$ cat src/rtl/fetch_pkg.sv
// ============================================================================
// Module   : fetch_pkg
// Purpose  : Shared constants and the prefetch entry type for the RV32 fetch stage.
// Revision : 1.0 - initial release
// ============================================================================
`default_nettype none

package fetch_pkg;

    localparam logic [31:0] RESET_PC_DEFAULT = 32'h0040_0000;
    localparam logic [31:0] NOP_INSTR        = 32'h0000_0013;

    typedef struct packed {
        logic [31:0] pc;
        logic [31:0] instr;
        logic        misalign;
    } fetch_entry_t;

endpackage

`default_nettype wire

$ cat src/rtl/fetch_fifo.sv
// ============================================================================
// Module   : fetch_fifo
// Purpose  : Ordered prefetch FIFO; a clear may load one entry in the same cycle.
// Revision : 1.0 - initial release
// ============================================================================
`default_nettype none

module fetch_fifo
    import fetch_pkg::*;
#(
    parameter int DEPTH = 2
) (
    input  logic                     clk,
    input  logic                     reset,
    input  logic                     clear,
    input  logic                     push,
    input  fetch_entry_t             push_data,
    input  logic                     pop,
    output logic [$clog2(DEPTH):0]   count,
    output fetch_entry_t             head
);

    localparam int PW = $clog2(DEPTH);
    localparam int CW = PW + 1;

    fetch_entry_t     r_mem [DEPTH];
    logic [PW-1:0]    r_rd_ptr;
    logic [PW-1:0]    r_wr_ptr;
    logic [CW-1:0]    r_count;

    logic             w_do_pop;
    logic             w_do_push;
    logic             w_wr_en;
    logic [PW-1:0]    w_wr_idx;

    assign w_do_pop  = pop && (r_count != '0);
    assign w_do_push = push && ((r_count != CW'(DEPTH)) || w_do_pop);
    // A clear with push restarts the FIFO holding just the new entry in slot 0.
    assign w_wr_en   = !reset && push && (clear || w_do_push);
    assign w_wr_idx  = clear ? '0 : r_wr_ptr;

    always_ff @(posedge clk) begin
        if (reset) begin
            r_rd_ptr <= '0;
            r_wr_ptr <= '0;
            r_count  <= '0;
        end else if (clear) begin
            r_rd_ptr <= '0;
            r_wr_ptr <= push ? PW'(1) : '0;
            r_count  <= push ? CW'(1) : '0;
        end else begin
            if (w_do_push) r_wr_ptr <= r_wr_ptr + PW'(1);
            if (w_do_pop)  r_rd_ptr <= r_rd_ptr + PW'(1);
            case ({w_do_push, w_do_pop})
                2'b10:   r_count <= r_count + CW'(1);
                2'b01:   r_count <= r_count - CW'(1);
                default: r_count <= r_count;
            endcase
        end
    end

    always_ff @(posedge clk) begin
        if (w_wr_en) r_mem[w_wr_idx] <= push_data;
    end

    assign count = r_count;
    assign head  = r_mem[r_rd_ptr];

endmodule

`default_nettype wire

$ cat src/rtl/fetch_unit_rv32.sv
// ============================================================================
// Module   : fetch_unit_rv32
// Purpose  : RV32 fetch stage: PC, 1-cycle IMEM issue, prefetch FIFO, redirects.
//            Optional macro FETCH_MISALIGN_TRAP_EN enables misaligned-target trap.
// Revision : 1.0 - initial release
// ============================================================================
`default_nettype none

module fetch_unit_rv32
    import fetch_pkg::*;
#(
    parameter logic [31:0] RESET_PC   = RESET_PC_DEFAULT,
    parameter int          FIFO_DEPTH = 2,
    parameter int          IMEM_AW    = 10
) (
    input  logic               clockCPU,
    input  logic               reset,
    output logic [IMEM_AW-1:0] imem_addr,
    output logic               imem_req,
    input  logic [31:0]        imem_rdata,
    input  logic               redirect_valid,
    input  logic [31:0]        redirect_pc,
    input  logic               id_ready,
    output logic               id_valid,
    output logic [31:0]        id_pc,
    output logic [31:0]        id_instr,
    output logic               id_misalign,
    output logic [31:0]        pc_out
);

    localparam int CW = $clog2(FIFO_DEPTH) + 1;

    logic [31:0]   r_pc;
    logic [31:0]   r_inflight_pc;
    logic          r_inflight;
    logic          r_kill;
    logic          r_halt;

    logic [CW-1:0] w_count;
    fetch_entry_t  w_head;
    fetch_entry_t  w_push_data;
    logic          w_push;
    logic          w_pop;
    logic          w_live_resp;
    logic          w_misalign_tgt;
    logic [CW:0]   w_occ;

`ifdef FETCH_MISALIGN_TRAP_EN
    assign w_misalign_tgt = redirect_pc[1];
    assign id_misalign    = id_valid & w_head.misalign;
`else
    logic unused_head_misalign;
    assign w_misalign_tgt       = 1'b0;
    assign id_misalign          = 1'b0;
    assign unused_head_misalign = w_head.misalign;
`endif

    assign w_pop       = id_valid & id_ready;
    assign w_live_resp = r_inflight & ~r_kill;
    // Occupancy after this cycle if nothing new is issued; keeps the FIFO from overflowing.
    assign w_occ       = {1'b0, w_count} + (CW+1)'(w_live_resp) - (CW+1)'(w_pop);
    assign imem_req    = !reset && !r_halt && (w_occ < (CW+1)'(FIFO_DEPTH));
    assign imem_addr   = r_pc[IMEM_AW+1:2];

    assign w_push      = redirect_valid ? w_misalign_tgt : w_live_resp;
    assign w_push_data = redirect_valid ? '{pc: redirect_pc, instr: NOP_INSTR, misalign: 1'b1}
                                        : '{pc: r_inflight_pc, instr: imem_rdata, misalign: 1'b0};

    fetch_fifo #(
        .DEPTH     (FIFO_DEPTH)
    ) u_fifo (
        .clk       (clockCPU),
        .reset     (reset),
        .clear     (redirect_valid),
        .push      (w_push),
        .push_data (w_push_data),
        .pop       (w_pop),
        .count     (w_count),
        .head      (w_head)
    );

    always_ff @(posedge clockCPU) begin
        if (reset) begin
            r_pc          <= RESET_PC;
            r_inflight_pc <= '0;
            r_inflight    <= 1'b0;
            r_kill        <= 1'b0;
            r_halt        <= 1'b0;
        end else begin
            r_inflight    <= imem_req;
            r_inflight_pc <= r_pc;
            // A request issued alongside a redirect returns stale data next cycle.
            r_kill        <= redirect_valid & imem_req;
            if (redirect_valid) begin
                r_pc   <= {redirect_pc[31:2], 2'b00};
                r_halt <= w_misalign_tgt;
            end else if (imem_req) begin
                r_pc   <= r_pc + 32'd4;
            end
        end
    end

    assign id_valid = (w_count != '0);
    assign id_pc    = id_valid ? w_head.pc    : 32'h0;
    assign id_instr = id_valid ? w_head.instr : NOP_INSTR;
    assign pc_out   = r_pc;

endmodule

`default_nettype wire

$ cat config.mk
export PLATFORM = sky130hd
export DESIGN_NAME = fetch_unit_rv32
export DESIGN_NICKNAME = d
export VERILOG_FILES = /design/src/rtl/fetch_pkg.sv /design/src/rtl/fetch_fifo.sv /design/src/rtl/fetch_unit_rv32.sv
export SDC_FILE = /design/constraint.sdc
export NUM_CORES = 1
export LEC_CHECK = 0
export CORE_MARGIN = 10
export CORE_UTILIZATION = 55
export DETAILED_ROUTE_END_ITERATION = 10
export PLACE_DENSITY = 0.87
export SYNTH_ARGS = -nofsm -noshare
export SYNTH_HDL_FRONTEND = slang
export SYNTH_SLANG_ARGS = --single-unit
$ cat constraint.sdc
create_clock -name clockCPU -period 18.7 [get_ports clockCPU]
set_input_delay 1.87 -clock clockCPU [delete_from_list [all_inputs] [get_ports clockCPU]]
set_output_delay 1.87 -clock clockCPU [all_outputs]
set_load 0.03 [all_outputs]
==> results of run 1 <==
-- layer usage --
| metal | wire length [µm] | part of all wire (%) |
|---|---|---|
| met5 | 0 | 0 |
| met4 | 290 | 1.4 |
| met3 | 1900 | 9.2 |
| met2 | 9790 | 47 |
| met1 | 8730 | 42 |
-- Yosys cell counts (all sizes together) (5+ instances only) --
master  count
edfxtp    128
nor2       99
dfxtp      67
mux2i      66
nor2b      59
clkbuf     29
mux2       27
buf        26
nand2      25
nand4      16
inv        15
o21ai      15
or4        14
a311oi     12
nand3      10
nor3       10
o31ai      10
a211oi      8
and2        7
and3        7
and4        7
nor4        7
xor2        6
a21oi       5
or2         5
-- flip-flops by register name, indices dropped and copies added (netlist names), named ones only --
signal / cells
r_kill: 1
r_inflight: 1
pc_out: 30
r_inflight_pc: 30
u_fifo.r_mem: 128
u_fifo.r_wr_ptr: 1
u_fifo.count: 2
u_fifo.r_rd_ptr: 1
-- worst max-delay path, delay by kind of cell --
family,cells,cell delay (ns)
buffers and inverters,4,1.53
adders and majority gates,2,0.67
and+or+nand+nor,3,0.73
xor gates and xnor gates,1,0.66
-- layout by cell type, fill, tap and decap left out, types with 12 or more instances in the layout --
cell | synthesis | layout
edfxtp_1 | 128 | 128
inv_1 | 15 | 15
dfxtp_1 | 67 | 66
mux2i_1 | 66 | 66
nor2b_1 | 59 | 59
nand4_1 | 16 | 16
a311oi_1 | 12 | 12
nand2_1 | 25 | 25
mux2_2 | 27 | 27
nor2_1 | 99 | 98
clkdlybuf4s50_1 | 0 | 171
or4_1 | 14 | 14
clkbuf_16 | 0 | 19
o21ai_0 | 15 | 15
-- power groups by stage --
stage | clock (µW) | sequential [µW] | combinational [µW]
after global placement | 0 | 494 | 115
final | 376 | 486 | 117
after floorplan | 0 | 501 | 60.7
after detailed placement | 0 | 495 | 117
after CTS | 383 | 486 | 118
after global routing | 399 | 488 | 126
-- through the flow --
step	area [µm²]	util [%]
2_1_floorplan	8510	-
3_3_place_gp	10300	67.7
3_5_place_dp	10300	67.7
4_1_cts	10900	71.8
5_1_grt	10900	71.8
6_report	10900	71.8
-- cell families after synthesis --
family                   Yosys count  synth area share [%]
flip-flops                       195                  61.0
other                              1                0.0441
XOR/XNOR                          10                  1.03
adder cells (fa/ha/maj)            3                 0.529
multiplexers                      93                  11.3
buffers and inverters             70                  3.69
AND/OR/NAND/NOR                  280                  17.2
AO/OA/AOI/OAI                     61                  5.24
-- layout make-up --
type                            instances  area (µm²)
Timing Repair Buffer                  180        1780
Fill cell                            1053        4290
Clock inverter                         13         144
Tap cell                              188         235
Sequential cell                       195        5190
Inverter                               15        56.3
Clock buffer                           19         475
Multi-Input combinational cell        450        3030
-- worst paths after layout --
| kind | end | slack [ns] |
|---|---|---|
| max reg2reg | pc_out[13]$_SDFFE_PP0P_ | 14.42 |
| min | r_inflight_pc[20]$_SDFF_PP0_ | 0.51 |
| max | imem_req | 11.38 |
| min reg2reg | r_inflight_pc[20]$_SDFF_PP0_ | 0.51 |
==> impl_metrics.ini, run 1 <==
[outcome]
status = completed

[grt]
grt.met2_usage_pct = 31.7
grt_util_met1_pct = 24.7
grt_pass1_vias = 5983
antenna_found_initial = 0
gr-total-overflow = 0
gr-usage-all-layers_pct = 19.8
grt_max_degree = 75
grt.busiest_layer = met2
grt_pass1_wl_mm = 31.9
grt_use_met3_pct = 6.03

[route]
drt_pass1_iterations = 5
drt-initial-drc-count = 467
vias_per_cell = 5.70
route.vias.total = 6044
drc = 0
ant_nets = 0
wirelength_mm = 20.7
routedWlPerCell_um = 19.5

[critical_path]
crit_type = input pin to output pin
cp.arrival_ns = 5.45
worst_setup_path_end_kind = output pin
crit_path_start_kind = input pin
slowest_stage = clkdlybuf4s50_1
crit_chain = clkdlybuf4s50_1 -> inv_1 -> nor2_1 -> ha_1 -> or2_2 -> fa_1 -> xnor2_1 -> nand2_1 -> inv_1 -> clkdlybuf4s50_1
reg2reg_depth = 9
cp-startpoint = id_ready
crit-reg2reg-launch = u_fifo.count[1]$_SDFFE_PP0P_
slowest_delay_ns = 0.69
crit_fanout = 12
crit_required_ns = 16.83

[power_and_ir_drop]
leakage_uw = 0.00363
p_seq_share_pct = 49.6
finalPower_uw = 979
p_per_area_mw_per_mm2 = 89.8
clkPwrFrac_pct = 38.4
p_sw_uw = 240
comb_power_share_pct = 11.9
vdd_drop_max_mv = 0.0761
switching_share_pct = 24.5
intPower_uw = 740

[yosys]
synth-seq-cells = 195
netlist_instances = 713
synth_edf_count = 128
syn_area_per_cell_um2 = 11.9
synth_area_leaders = edfxtp_1, dfxtp_1, mux2i_1
ys_warn_count = 0
yosysTopAreaCell = edfxtp_1
synth_area_mm2 = 0.00851
yosysSeqAreaShare_pct = 61.0
yosysTopAreaCellShare_pct = 45.2
synthFlopType = edfxtp_1
synthArstFlopShare_pct = 0
yosysUniqueCellTypes = 45

[timing]
timing.final.ws_setup_ns = 11.38
rsz0062_at_grt = no
worst_slew_pin_slew_ns = 0.881
slew_violations = 0
slew_headroom_pct = 41.3
skew_ns = 0.00729
fin_setup_tns_ns = 0
period_share_pct = 39.2
fin_crit_ns = 7.32
max_freq_mhz = 137
hold_viol = 0
whs_ns = 0.515
setup_viol = 0

[floorplan]
die_x_um = 144
die_height_um = 144
coreArea_mm2 = 0.0152
die_area_mm2 = 0.0208
placementRows = 45
ios = 177
start_util_pct = 56.0

[cells_and_area]
area_growth_pct = 28.3
layout-drive-gt1-share_pct = 8.83
nNetsFinal = 930
num_antenna_cells = 0
final_cells = 1060

[clock_tree]
cts.clk_slew.worst_paths_ns = 0.07
htree_levels = 4
post_cts_resized = 0
clockBufferDepth = 2
numCtsBuffers = 17
cts.sinks = 195
postCtsHoldBufs = 0
cts_setup_buffers = 0
clk_latency_ns = 0.44
clock-root-buffer = clkbuf_16
cts_tree = done

[hold_path]
hold_path_class = register to register
holdCritStartpoint = pc_out[20]$_SDFFE_PP0P_
hold_depth = 1

[placement]
place_congestion = 0.861
placedCellCount = 1028
dp_slack_ns = 11.42
io_buffers = 173
hpwl_mm = 13.8

[flow_run]
cap_viol_max_count = 0
No activity file was read; power rests on OpenSTA's default activity.
==> run 2: changes to the inputs <==
--- a/config.mk
+++ b/config.mk
@@ -6,9 +6,9 @@
 export NUM_CORES = 1
 export LEC_CHECK = 0
 export CORE_MARGIN = 10
-export CORE_UTILIZATION = 55
+export CORE_UTILIZATION = 46
 export DETAILED_ROUTE_END_ITERATION = 10
-export PLACE_DENSITY = 0.87
+export PLACE_DENSITY = 0.78
 export SYNTH_ARGS = -nofsm -noshare
 export SYNTH_HDL_FRONTEND = slang
 export SYNTH_SLANG_ARGS = --single-unit
==> constraint.sdc (replaced) <==
create_clock -name clockCPU -period 5.9 [get_ports clockCPU]
set_input_delay 0.59 -clock clockCPU [delete_from_list [all_inputs] [get_ports clockCPU]]
set_output_delay 0.59 -clock clockCPU [all_outputs]
set_load 0.03 [all_outputs]
==> impl_metrics.ini, run 2 (synthesized netlist as in run 1, its figures left out) <==
[critical_path]
cp.arrival_ns = 4.03
crit_required_ns = 5.31
r2r_slack_ns = 2.23
crit_type = input pin to output pin
worst_setup_path_end_kind = output pin
crit_path_start_kind = input pin
crit_fanout = 7

[power_and_ir_drop]
p_per_area_mw_per_mm2 = 276
switching_share_pct = 25.7
p_seq_share_pct = 51.0
clkPwrFrac_pct = 36.7
p_sw_uw = 776
leakage_uw = 0.00362
intPower_uw = 2250
vdd_drop_max_mv = 0.210
comb_power_share_pct = 12.3

[clock_tree]
htree_levels = 4
clockBufferDepth = 2
clock-root-buffer = clkbuf_16
numCtsBuffers = 17
post_cts_resized = 0
cts.clk_slew.worst_paths_ns = 0.07
cts_setup_buffers = 0
cts.sinks = 195
cts_tree = done
postCtsHoldBufs = 0
clk_latency_ns = 0.43

[hold_path]
hold_path_class = register to register

[cells_and_area]
nNetsFinal = 932
fin_util_pct = 60.5
layout-drive-gt1-share_pct = 9.04
top_register = u_fifo.r_mem
multi_input_area_mm2 = 0.00305
largest_reg_flops = 128
final_cell_mix = clkdlybuf4s50_1, edfxtp_1, nor2_1
fillCellCount = 1454
area_growth_pct = 28.6
final_common_cell = clkdlybuf4s50_1
num_antenna_cells = 0
seqCellArea_mm2 = 0.00519

[timing]
worst_slew_pin_slew_ns = 0.943
period_share_pct = 78.2
hold_viol = 0
timing.final.ws_setup_ns = 1.28
rsz0062_at_grt = no
skew_ns = 0.00887
slew_headroom_pct = 37.1
max_freq_mhz = 217
fin_crit_ns = 4.62
fin_setup_tns_ns = 0
slew_violations = 0
setup_viol = 0
whs_ns = 0.508

[grt]
grt_util_met1_pct = 20.7
gr-total-overflow = 0
grt_pass1_wl_mm = 32.4
gr-usage-all-layers_pct = 17.0
grt_use_met3_pct = 5.40
grt.busiest_layer = met2
antenna_found_initial = 0
grt_pass1_vias = 5887
grt.met2_usage_pct = 28.3
grt_max_degree = 71

[floorplan]
ios = 177
placementRows = 49
die_x_um = 156
start_util_pct = 47.0
die_height_um = 156
coreArea_mm2 = 0.0181
die_area_mm2 = 0.0243

[route]
routedWlPerCell_um = 19.2
vias_per_cell = 5.42
drt_pass1_iterations = 5
wirelength_mm = 21.2
drc = 0
route.vias.total = 5976
drt-initial-drc-count = 346
ant_nets = 0

[outcome]
status = completed

[flow_run]
cap_viol_max_count = 0

[placement]
place_congestion = 0.866
io_buffers = 173
hpwl_mm = 14.1
dp_slack_ns = 1.33
## run 2: cell types whose count changed in the layout (fill, tap and decap cells not counted), moves of 2 or more
cell and delta:
buf_4 +2, inv_8 +3, bufinv_16 -2, clkinv_4 +3, clkinvlp_4 -2
## run 2: worst paths after layout
path / start / end / cells after the start
min: pc_out[31]$_SDFFE_PP0P_ / r_inflight_pc[31]$_SDFF_PP0_ / 1
min reg2reg: pc_out[31]$_SDFFE_PP0P_ / r_inflight_pc[31]$_SDFF_PP0_ / 1
max: id_ready / imem_req / 10
max reg2reg: u_fifo.count[1]$_SDFFE_PP0P_ / pc_out[16]$_SDFFE_PP0P_ / 10
## run 2: final cells by class
cell class | count | share of cell area [%]
well taps | 229 | 2.62
inverters | 15 | 0.515
clock inverters | 13 | 1.06
flip-flops and latches | 195 | 47.4
multi-input cells | 450 | 27.9
clock buffers | 19 | 4.15
repair buffers | 182 | 16.4
## run 2: worst max-delay path, cell delays in order
cell and delay, ns:
clkdlybuf4s50_1 0.55, inv_1 0.08, nor2_1 0.18, ha_1 0.25, or2_2 0.30, fa_1 0.64
nor2b_1 0.42, nand2_1 0.18, inv_1 0.14, clkdlybuf4s50_1 0.70
## run 2: routing by layer
metal | vias up | share of wire, %
met3 | 13 | 8.1
met2 | 199 | 48
met5 | - | 0
met1 | 2897 | 43
met4 | 0 | 0.88
li1 | 2867 | -
## run 2: metrics by stage
stage                     instances  area [µm²]  power (µW)
after global placement         1071       10400        1940
after global routing           1103       10900        3140
after detailed placement       1071       10400        1940
after CTS                      1103       10900        3050
final                          1103       10900        3020
after floorplan                 715        8530        1780
## run 2: power by group through the flow
stage / combinational [µW] / sequential [µW] / clock [µW]
6_report: 371 / 1540 / 1110
5_1_grt: 399 / 1550 / 1190
4_1_cts: 375 / 1540 / 1130
3_5_place_dp: 373 / 1570 / 0
3_3_place_gp: 368 / 1570 / 0
2_1_floorplan: 193 / 1590 / 0
